**src/rtl/ntt_pkg.sv**
```systemverilog
// Shared constants and types for the NTT twiddle-factor address scheduler.
`ifndef NTT_STAGE_CNT
`define NTT_STAGE_CNT 8
`endif

package ntt_pkg;

  localparam int STAGE_CNT_DEF = `NTT_STAGE_CNT;

  typedef enum logic {
    MODE_NTT  = 1'b0,
    MODE_INTT = 1'b1
  } mode_e;

  typedef enum logic [1:0] {
    ST_IDLE,
    ST_RUN,
    ST_DRAIN
  } state_e;

  // Issue cycles per stage per polynomial: two butterflies per cycle.
  function automatic int cyc_of(input int stage_cnt);
    return 1 << (stage_cnt - 2);
  endfunction

  function automatic int addr_w_of(input int stage_cnt);
    return stage_cnt - 1;
  endfunction

endpackage

```
**src/rtl/ntt_stage_addr_cnt.sv**
```systemverilog
// One NTT stage: butterfly counter, mode latch, per-lane zeta address and
// the one-cycle valid delay that lines up with the ROM read data.
module ntt_stage_addr_cnt
  import ntt_pkg::*;
#(
  parameter int STAGE_CNT = STAGE_CNT_DEF,
  parameter int STAGE     = 0
) (
  input  logic                      clk,
  input  logic                      rst_n,
  input  logic                      stall,
  input  logic                      tok_valid,
  input  mode_e                     tok_mode,
  output logic                      active,
  output logic [1:0][STAGE_CNT-2:0] addr,
  output logic                      zeta_valid,
  output logic                      last_valid
);

  localparam int                  CYC        = cyc_of(STAGE_CNT);
  localparam int                  ADDR_W     = addr_w_of(STAGE_CNT);
  localparam int                  CNT_W      = ADDR_W - 1;
  localparam int                  SHIFT      = ADDR_W - STAGE;
  localparam logic [CNT_W-1:0]    CNT_LAST   = CNT_W'(CYC - 1);
  localparam logic [ADDR_W-1:0]   STAGE_MASK = ADDR_W'((1 << STAGE) - 1);

  logic                   active_q, active_d;
  logic [CNT_W-1:0]       cnt_q, cnt_d;
  mode_e                  mode_q, mode_d;
  logic [1:0][ADDR_W-1:0] addr_q, addr_d;
  logic                   valid_q, valid_d;
  logic                   last_q, last_d;

  // Butterfly b = {c, lane}; its top STAGE bits select the twiddle (stage 0 -> 0).
  function automatic logic [ADDR_W-1:0] zeta_addr(input logic [CNT_W-1:0] c,
                                                  input logic lane,
                                                  input mode_e m);
    logic [ADDR_W-1:0] fwd;
    fwd = {c, lane} >> SHIFT;
    return (m == MODE_INTT) ? (STAGE_MASK - fwd) : fwd;
  endfunction

  always_comb begin
    active_d = active_q;
    cnt_d    = cnt_q;
    mode_d   = mode_q;
    addr_d   = addr_q;
    valid_d  = valid_q;
    last_d   = last_q;
    if (!stall) begin
      valid_d = active_q;
      last_d  = active_q && (cnt_q == CNT_LAST);
      if (tok_valid) begin
        active_d = 1'b1;
        cnt_d    = '0;
        mode_d   = tok_mode;
      end else if (active_q) begin
        if (cnt_q == CNT_LAST) active_d = 1'b0;
        else                   cnt_d    = cnt_q + 1'b1;
      end
      if (active_d) begin
        for (int l = 0; l < 2; l++) addr_d[l] = zeta_addr(cnt_d, l[0], mode_d);
      end
    end
  end

  always_ff @(posedge clk or negedge rst_n) begin
    if (!rst_n) begin
      active_q <= 1'b0;
      cnt_q    <= '0;
      mode_q   <= MODE_NTT;
      addr_q   <= '0;
      valid_q  <= 1'b0;
      last_q   <= 1'b0;
    end else begin
      active_q <= active_d;
      cnt_q    <= cnt_d;
      mode_q   <= mode_d;
      addr_q   <= addr_d;
      valid_q  <= valid_d;
      last_q   <= last_d;
    end
  end

  assign active     = active_q;
  assign addr       = addr_q;
  assign zeta_valid = valid_q & ~stall;
  assign last_valid = last_q & ~stall;

endmodule

```
**src/rtl/ntt_zeta_sched.sv**
```systemverilog
// Twiddle ROM address scheduler: accepts polynomials, skews a start token
// down the stages by BF_LAT cycles each, and signals completion.
module ntt_zeta_sched
  import ntt_pkg::*;
#(
  parameter int STAGE_CNT = STAGE_CNT_DEF,
  parameter int BF_LAT    = 4
) (
  input  logic                                      clk,
  input  logic                                      rst_n,
  input  logic                                      start,
  input  logic                                      mode,
  input  logic                                      stall,
  output logic                                      start_ready,
  output logic                                      busy,
  output logic [1:0][STAGE_CNT-1:0][STAGE_CNT-2:0]  rom_addr,
  output logic [STAGE_CNT-1:0]                      zeta_valid,
  output logic                                      done
);

  localparam int               CYC       = cyc_of(STAGE_CNT);
  localparam int               CNT_W     = STAGE_CNT - 2;
  localparam int               CHAIN_LEN = (STAGE_CNT - 1) * BF_LAT;
  localparam logic [CNT_W-1:0] CNT_LAST  = CNT_W'(CYC - 1);

  state_e               state_q, state_d;
  logic [CNT_W-1:0]     run_cnt_q, run_cnt_d;
  logic                 start_ready_q, start_ready_d;
  logic [CHAIN_LEN-1:0] tok_v_q, tok_v_d;
  logic [CHAIN_LEN-1:0] tok_m_q, tok_m_d;
  logic                 accept;
  logic [STAGE_CNT-1:0] tap_v, tap_m, stage_active, stage_last;
  logic                 unused_last;

  assign accept      = start && start_ready_q && !stall;
  assign busy        = (|stage_active) || (|tok_v_q);
  assign start_ready = start_ready_q;
  assign done        = stage_last[STAGE_CNT-1];
  assign unused_last = ^stage_last[STAGE_CNT-2:0];

  always_comb begin
    state_d   = state_q;
    run_cnt_d = run_cnt_q;
    tok_v_d   = tok_v_q;
    tok_m_d   = tok_m_q;
    if (!stall) begin
      tok_v_d = {tok_v_q[CHAIN_LEN-2:0], accept};
      tok_m_d = {tok_m_q[CHAIN_LEN-2:0], mode};
      case (state_q)
        ST_IDLE: if (accept) begin
          state_d   = ST_RUN;
          run_cnt_d = '0;
        end
        ST_RUN: begin
          if (run_cnt_q == CNT_LAST) begin
            if (accept) run_cnt_d = '0;
            else        state_d   = ST_DRAIN;
          end else begin
            run_cnt_d = run_cnt_q + 1'b1;
          end
        end
        ST_DRAIN: begin
          if (accept) begin
            state_d   = ST_RUN;
            run_cnt_d = '0;
          end else if (!busy) begin
            state_d = ST_IDLE;
          end
        end
        default: state_d = ST_IDLE;
      endcase
    end
    // Ready is only withheld while stage 0 still has issue slots left.
    start_ready_d = (state_d != ST_RUN) || (run_cnt_d == CNT_LAST);
  end

  always_ff @(posedge clk or negedge rst_n) begin
    if (!rst_n) begin
      state_q       <= ST_IDLE;
      run_cnt_q     <= '0;
      start_ready_q <= 1'b1;
      tok_v_q       <= '0;
      tok_m_q       <= '0;
    end else begin
      state_q       <= state_d;
      run_cnt_q     <= run_cnt_d;
      start_ready_q <= start_ready_d;
      tok_v_q       <= tok_v_d;
      tok_m_q       <= tok_m_d;
    end
  end

  for (genvar gi = 0; gi < STAGE_CNT; gi++) begin : g_stage
    logic [1:0][STAGE_CNT-2:0] addr_s;

    // Stage s loads one cycle before its first issue, hence tap s*BF_LAT-1.
    if (gi == 0) begin : g_head
      assign tap_v[gi] = accept;
      assign tap_m[gi] = mode;
    end else begin : g_tap
      assign tap_v[gi] = tok_v_q[gi*BF_LAT-1];
      assign tap_m[gi] = tok_m_q[gi*BF_LAT-1];
    end

    ntt_stage_addr_cnt #(
      .STAGE_CNT (STAGE_CNT),
      .STAGE     (gi)
    ) u_stage (
      .clk        (clk),
      .rst_n      (rst_n),
      .stall      (stall),
      .tok_valid  (tap_v[gi]),
      .tok_mode   (mode_e'(tap_m[gi])),
      .active     (stage_active[gi]),
      .addr       (addr_s),
      .zeta_valid (zeta_valid[gi]),
      .last_valid (stage_last[gi])
    );

    assign rom_addr[0][gi] = addr_s[0];
    assign rom_addr[1][gi] = addr_s[1];
  end

endmodule
```
**config.mk**
```make
export PLATFORM = sky130hd
export DESIGN_NAME = ntt_zeta_sched
export DESIGN_NICKNAME = d
export VERILOG_FILES = /design/src/rtl/ntt_pkg.sv /design/src/rtl/ntt_stage_addr_cnt.sv /design/src/rtl/ntt_zeta_sched.sv
export SDC_FILE = /design/constraint.sdc
export NUM_CORES = 1
export LEC_CHECK = 0
export ABC_AREA = 1
export CORE_MARGIN = 10
export CORE_UTILIZATION = 50
export CTS_CLUSTER_DIAMETER = 100
export DETAILED_ROUTE_END_ITERATION = 16
export GPL_TIMING_DRIVEN = 1
export HOLD_SLACK_MARGIN = 0.1
export PLACE_DENSITY = 0.78
export SYNTH_ARGS = -nofsm -noshare
export SYNTH_HDL_FRONTEND = slang
export SYNTH_SLANG_ARGS = --single-unit
```
**constraint.sdc**
```tcl
create_clock -name clk -period 1.7 [get_ports clk]
set_input_delay 0.34 -clock clk [delete_from_list [all_inputs] [get_ports clk]]
set_output_delay 0.34 -clock clk [all_outputs]
set_load 0.05 [all_outputs]
```
==> results.json, run 1 <==
{
  "drive_gt1_frac": 0.190,
  "synth_area_sq_um": 8740,
  "root_buffer": "clkbuf_16",
  "pwr-share-clk": 0.208,
  "use_met1": 0.192,
  "clk_path_buf_depth": 2,
  "cell_internal_pwr_uw": 10700,
  "rsz0062_at_grt": "yes",
  "ys.flop_type": "dfrtp_1",
  "hold_viol_final": 0,
  "numPortBuffers": 71,
  "grt_pass1_wl_microns": 31400,
  "crit_type": "reg -> out",
  "routed_wl_microns": 19100,
  "r2r_start": "g_stage[7].u_stage.cnt_q[1]$_DFFE_PN0N_",
  "yosysSeqAreaShare": 0.475,
  "numCtsBuffers": 17,
  "fin_ws_ns": -0.309,
  "start_kind": "flip-flop",
  "skew_ns": 0.00616,
  "use_met3": 0.0474,
  "die_area_sq_um": 23200,
  "leakagePower_uw": 0.00528,
  "ys_ff_latch": 166,
  "via_per_inst": 4.97,
  "grtUsageTotal": 0.157,
  "crit_fanout": 2,
  "antenna_found_initial": 0,
  "first_pass_iters": 5,
  "async_reset_ff_frac": 1.00,
  "rows": 48,
  "power_density_nw_per_um2": 1830,
  "worstRegToRegCells": 9,
  "mostFrequentLayoutCell": "nand2_1",
  "synth.avg_cell_area_sq_um": 7.88,
  "p_comb_frac": 0.467,
  "fmax_ghz": 0.498,
  "grt_pass1_vias": 6799,
  "grt_max_degree": 78,
  "nets": 1221,
  "swShare": 0.443,
  "yosysWarnings": 0,
  "cts_tree": "yes",
  "cp_num_buf_inv": 1,
  "core-area_sq_um": 17200,
  "crit_chain": "nor2_1 -> nand3_1 -> nor2_2 -> nand2_1 -> or2_4 -> buf_8",
  "fin_crit_sh": 1.18,
  "critical-path-top-delay-family": "simple AND/OR/NAND/NOR gates",
  "worstPathArrival_ns": 1.67,
  "grt_util_met2": 0.262,
  "syn-instance-count": 1109,
  "worst_hold_path_type": "in -> async",
  "grt_busiest_layer": "met2",
  "sequentialPowerShare": 0.325,
  "reg2reg_to": "g_stage[7].u_stage.addr[4]$_DFFE_PN0P_",
  "setup_tns_ns": -0.309,
  "place_ws_ns": -0.129,
  "drc_errors": 0,
  "layout_common_cells": "331 x nand2_1, 165 x dfrtp_1, 122 x buf_4",
  "r2r_slack_ns": 0.06,
  "worst_ir_drop_vdd_uv": 1460,
  "die_w_microns": 152,
  "io_pins": 128,
  "violations": "negative setup slack",
  "antenna_left": 0,
  "end_kind": "output pin",
  "synthDistinctLibCells": 43,
  "clk_pin_slew_ns": 0.06,
  "drtIter0Drc": 438,
  "clock-sinks": 166,
  "timing.slew.headroom": 0.666,
  "cpPeakStageDelay_ns": 0.37,
  "die_h_microns": 152,
  "synth_edf_count": 0,
  "worstPathRequired_ns": 1.36,
  "dr_total_vias": 7182,
  "place_area_sq_um": 9560,
  "design_area_sq_um": 10500,
  "routedWlPerCell_microns": 13.2,
  "grt_overflow_total": 0,
  "area_growth_pct": 20.5,
  "antenna_cells": 0,
  "layout_min_cycle_time_ns": 2.01,
  "clock_latency_ns": 0.43,
  "outcome": "finished with violations",
  "routabilityCongestion": 0.873,
  "tightestPinTransition_ns": 0.498,
  "htree_levels": 4,
  "cap_violations": 0,
  "start_util": 0.507,
  "finalSetupViolCount": 1,
  "hpwlAfterDp_microns": 13400,
  "p_switching_uw": 8530,
  "slew_violations": 0,
  "slowest_stage": "dfrtp_1"
}
[power groups by stage]
stage	Clock [uW]	Sequential [uW]	Combinational (uW)
after floorplan	0	7290	5360
after global placement	0	6200	8370
after detailed placement	0	6250	8540
after CTS	4060	6190	8640
after global routing	4260	6430	9830
final	4000	6260	9000
[per-stage QoR]
step           hold WS [ns]  power [uW]  cells   util
2_1_floorplan        0.0444       12600   1164      -
3_3_place_gp          0.286       14600   1395  0.555
3_5_place_dp          0.291       14800   1395  0.555
4_1_cts               0.420       18900   1431  0.594
5_1_grt               0.433       20500   1445  0.611
6_report              0.409       19300   1445  0.611
[flip-flops by register name, summed over array words and instances, names as in the netlist]
signal / cells
g_stage.u_stage.cnt_q: 48
g_stage.u_stage.mode_q: 7
g_stage.u_stage.last_q: 1
g_stage.u_stage.active: 8
tok_v_q: 28
g_stage.u_stage.addr: 29
start_ready: 1
run_cnt_q: 6
g_stage.u_stage.valid_q: 8
state_q: 2
tok_m_q: 28
[cell families after synthesis]
| family | share of synthesized area |
|---|---|
| AND/OR/NAND/NOR | 0.236 |
| buffers and inverters | 0.139 |
| AO/OA/AOI/OAI | 0.111 |
| flip-flops | 0.475 |
| XOR/XNOR | 0.0251 |
| adder cells (fa/ha/maj) | 0.0129 |
| other | 0.000429 |
[layer usage]
| metal | share of wire | wire, microns |
|---|---|---|
| met5 | 0 | 0 |
| met1 | 0.43 | 8270 |
| met3 | 0.055 | 1050 |
| met4 | 0.011 | 204 |
| met2 | 0.50 | 9550 |
[cell usage after synthesis, drive strengths merged, types with 9 or more instances]
master    n  share of area
nand2   339           0.15
dfrtp   165           0.47
o21ai   134          0.078
inv     106          0.046
buf     105          0.086
nor2     76          0.035
nand3    60          0.036
a21oi    21          0.013
xor2     19          0.019
clkbuf   15         0.0064
ha        9          0.013
nand4     9         0.0064
[cell type report]
| cell class | instances | area, sq um |
|---|---|---|
| tap | 225 | 282 |
| clock buffer | 25 | 505 |
| clock inverter | 7 | 116 |
| sequential | 166 | 4160 |
| multi-input combinational | 771 | 3770 |
| fill | 1439 | 6710 |
| inverter | 107 | 404 |
| timing repair buffer | 144 | 1290 |
[worst reg2reg max path, stage by stage, from the launching register on]
cell and delay (ns):
dfrtp_1 0.40, ha_4 0.18, nand3_4 0.09, nor2_4 0.17
a21oi_4 0.09, buf_4 0.15, a21oi_2 0.15, o21ai_2 0.09
o21ai_0 0.15, nand2_1 0.06
[what timing repair did]
item / CTS / global route
resized for setup: 7 / 56
pin swaps: 6 / 26
setup endpoints to repair: 5 / 44
setup buffers: 3 / 14
endpoints found under the hold margin: 35 / 0
hold buffers: 1 / 0
gates cloned: 0 / 0
[worst max path at each step]
| stage | startpoint | endpoint | slack (ns) | depth (start not counted) |
|---|---|---|---|---|
| 2_1_floorplan | stall | done | 0.04 | 4 |
| 3_3_place_gp | start | start_ready$_DFF_PN1_ | -0.08 | 9 |
| 3_5_place_dp | start | start_ready$_DFF_PN1_ | -0.13 | 9 |
| 4_1_cts | g_stage[7].u_stage.active$_DFFE_PN0N_ | busy | -0.32 | 6 |
| 5_1_grt | g_stage[4].u_stage.active$_DFFE_PN0N_ | busy | -0.39 | 6 |
| 6_report | g_stage[5].u_stage.active$_DFFE_PN0N_ | busy | -0.31 | 6 |
Power figures use the tool's default switching activity.
==> run 2, diff against run 1 <==
--- a/config.mk
+++ b/config.mk
@@ -12,7 +12,7 @@
 export DETAILED_ROUTE_END_ITERATION = 16
 export GPL_TIMING_DRIVEN = 1
 export HOLD_SLACK_MARGIN = 0.1
-export PLACE_DENSITY = 0.78
+export PLACE_DENSITY_LB_ADDON = 0.3
 export SYNTH_ARGS = -nofsm -noshare
 export SYNTH_HDL_FRONTEND = slang
 export SYNTH_SLANG_ARGS = --single-unit
==> run 2 against run 1 <==
  * The run still ends with negative setup slack left
  * Critical path depth did not move
  * Clock power fell by 1%
  * Worst hold slack got worse by 0.071 ns
  * Fmax down 0.51%
  * Routed wire length shrank 4.0%
  * Non-clock buffer count decreased by 7
  * Via count down 1.6%
  * Flip-flop and latch count did not move
  * Largest cell class unchanged
==> results.json, run 2 (synthesized netlist as in run 1, its figures left out) <==
{
  "outcome": "finished with violations",
  "violations": "negative setup slack",
  "fin_cells": 1438,
  "first_pass_iters": 5,
  "htree_levels": 4,
  "die_area_sq_um": 23200,
  "via_per_inst": 4.91,
  "r2r_start": "g_stage[7].u_stage.cnt_q[1]$_DFFE_PN0N_",
  "layout_min_cycle_time_ns": 2.02,
  "numCtsBuffers": 17,
  "worst_hold_path_type": "in -> reg",
  "grtUsageTotal": 0.154,
  "start_kind": "flip-flop",
  "setup_tns_ns": -0.319,
  "cap_violations": 0,
  "core-area_sq_um": 17200,
  "grt_overflow_total": 0,
  "grt_pass1_vias": 6644,
  "worstPathArrival_ns": 1.68,
  "crit_fanout": 3,
  "worstRegToRegCells": 9,
  "top_register": "g_stage.u_stage.cnt_q",
  "rsz0062_at_grt": "yes",
  "grt_max_degree": 71,
  "place_ws_ns": -0.132,
  "routedWlPerCell_microns": 12.7,
  "placed_cells": 1395,
  "clk_path_buf_depth": 2,
  "numPortBuffers": 71,
  "pwr-share-clk": 0.207,
  "root_buffer": "clkbuf_16",
  "drive_gt1_frac": 0.185,
  "tightestPinTransition_ns": 0.600,
  "layout_common_cells": "333 x nand2_1, 165 x dfrtp_1, 117 x o21ai_0",
  "die_w_microns": 152,
  "sequentialPowerShare": 0.326,
  "clock_latency_ns": 0.42,
  "area_growth_pct": 20.0,
  "r2r_slack_ns": 0.09,
  "finalSetupViolCount": 1,
  "fin_crit_sh": 1.19,
  "fin_ws_ns": -0.319,
  "antenna_left": 0,
  "endpoint": "busy",
  "p_comb_frac": 0.467,
  "drtIter0Drc": 437,
  "fmax_ghz": 0.495,
  "routed_wl_microns": 18300,
  "clk_pin_slew_ns": 0.06,
  "antenna_cells": 0,
  "hpwlAfterDp_microns": 13100,
  "start_util": 0.507,
  "clock-sinks": 166,
  "rows": 48,
  "antenna_found_initial": 0,
  "cell_internal_pwr_uw": 10700,
  "power_density_nw_per_um2": 1820,
  "io_pins": 128,
  "die_h_microns": 152,
  "skew_ns": 0.00602,
  "swShare": 0.442,
  "dr_total_vias": 7064,
  "hp-start": "stall",
  "drc_errors": 0,
  "slew_violations": 0,
  "crit_type": "reg -> out",
  "routabilityCongestion": 0.895,
  "cts_tree": "yes",
  "crit_start": "tok_v_q[18]$_DFFE_PN0N_",
  "final_core_utilization": 0.609,
  "end_kind": "output pin",
  "hold_viol_final": 0,
  "timing.slew.headroom": 0.596,
  "nets": 1214,
  "worstPathRequired_ns": 1.36,
  "mostFrequentLayoutCell": "nand2_1",
  "p_switching_uw": 8460,
  "leakagePower_uw": 0.00524,
  "worst_ir_drop_vdd_uv": 1200,
  "reg2reg_to": "g_stage[7].u_stage.addr[5]$_DFFE_PN0P_",
  "largest_reg_flops": 48,
  "grt_pass1_wl_microns": 30600
}
-- run 2: worst max-delay path: stages, from the launching register on --
cell and delay, ns:
dfrtp_1 0.40, nor2_1 0.11, nand2_1 0.09, nor2_2 0.12, nand3_2 0.11, or2_4 0.28
buf_8 0.15
-- run 2: cell type report --
class / count / area (sq um)
flip-flops and latches: 166 / 4160
repair buffers: 137 / 1250
clock inverters: 7 / 118
inverters: 107 / 404
multi-input cells: 771 / 3780
fillers: 1475 / 6750
well taps: 225 / 282
clock buffers: 25 / 495
-- run 2: power groups by stage --
| stage | registers [uW] | clock network (uW) | logic, uW |
|---|---|---|---|
| 2_1_floorplan | 7290 | 0 | 5360 |
| 3_3_place_gp | 6210 | 0 | 8460 |
| 3_5_place_dp | 6230 | 0 | 8590 |
| 4_1_cts | 6180 | 4050 | 8670 |
| 5_1_grt | 6440 | 4210 | 9790 |
| 6_report | 6250 | 3960 | 8940 |
-- run 2: metrics by stage --
stage	area [sq um]	power, uW	hold WS (ns)
2_1_floorplan	8950	12600	0.0444
3_3_place_gp	9570	14700	0.313
3_5_place_dp	9570	14800	0.314
4_1_cts	10300	18900	0.331
5_1_grt	10500	20400	0.368
6_report	10500	19100	0.337
-- run 2: metal layers --
layer / global-route usage / vias to the layer above / part of all wire
met5: 0 / - / 0
met4: 0.0578 / 0 / 0.019
met3: 0.0421 / 26 / 0.053
met2: 0.255 / 146 / 0.48
met1: 0.186 / 3290 / 0.44
li1: - / 3602 / -
-- run 2: what timing repair did --
item	CTS	global route
resized for setup	9	56
setup buffers	4	6
setup endpoints to repair	3	49
hold buffers	1	0
pin swaps	7	21
endpoints found under the hold margin	39	0
-- run 2: worst min-delay path by stage --
stage	end	slack, ns	cells past startpoint
after CTS	tok_v_q[23]$_DFFE_PN0N_	0.33	4
after global routing	tok_v_q[23]$_DFFE_PN0N_	0.37	4
after global placement	g_stage[6].u_stage.addr[0]$_DFFE_PN0P_	0.31	1
after detailed placement	g_stage[6].u_stage.addr[0]$_DFFE_PN0P_	0.31	1
final	tok_v_q[23]$_DFFE_PN0N_	0.34	4
after floorplan	g_stage[0].u_stage.active$_DFFE_PN0N_	0.04	0
==> run 3, diff against run 2 <==
--- a/config.mk
+++ b/config.mk
@@ -8,10 +8,9 @@
 export ABC_AREA = 1
 export CORE_MARGIN = 10
 export CORE_UTILIZATION = 50
-export CTS_CLUSTER_DIAMETER = 100
+export CTS_CLUSTER_DIAMETER = 120
 export DETAILED_ROUTE_END_ITERATION = 16
 export GPL_TIMING_DRIVEN = 1
-export HOLD_SLACK_MARGIN = 0.1
 export PLACE_DENSITY_LB_ADDON = 0.3
 export SYNTH_ARGS = -nofsm -noshare
 export SYNTH_HDL_FRONTEND = slang
==> results of run 3 <==
Final layout, timing and power as in run 2 (identical DEF).
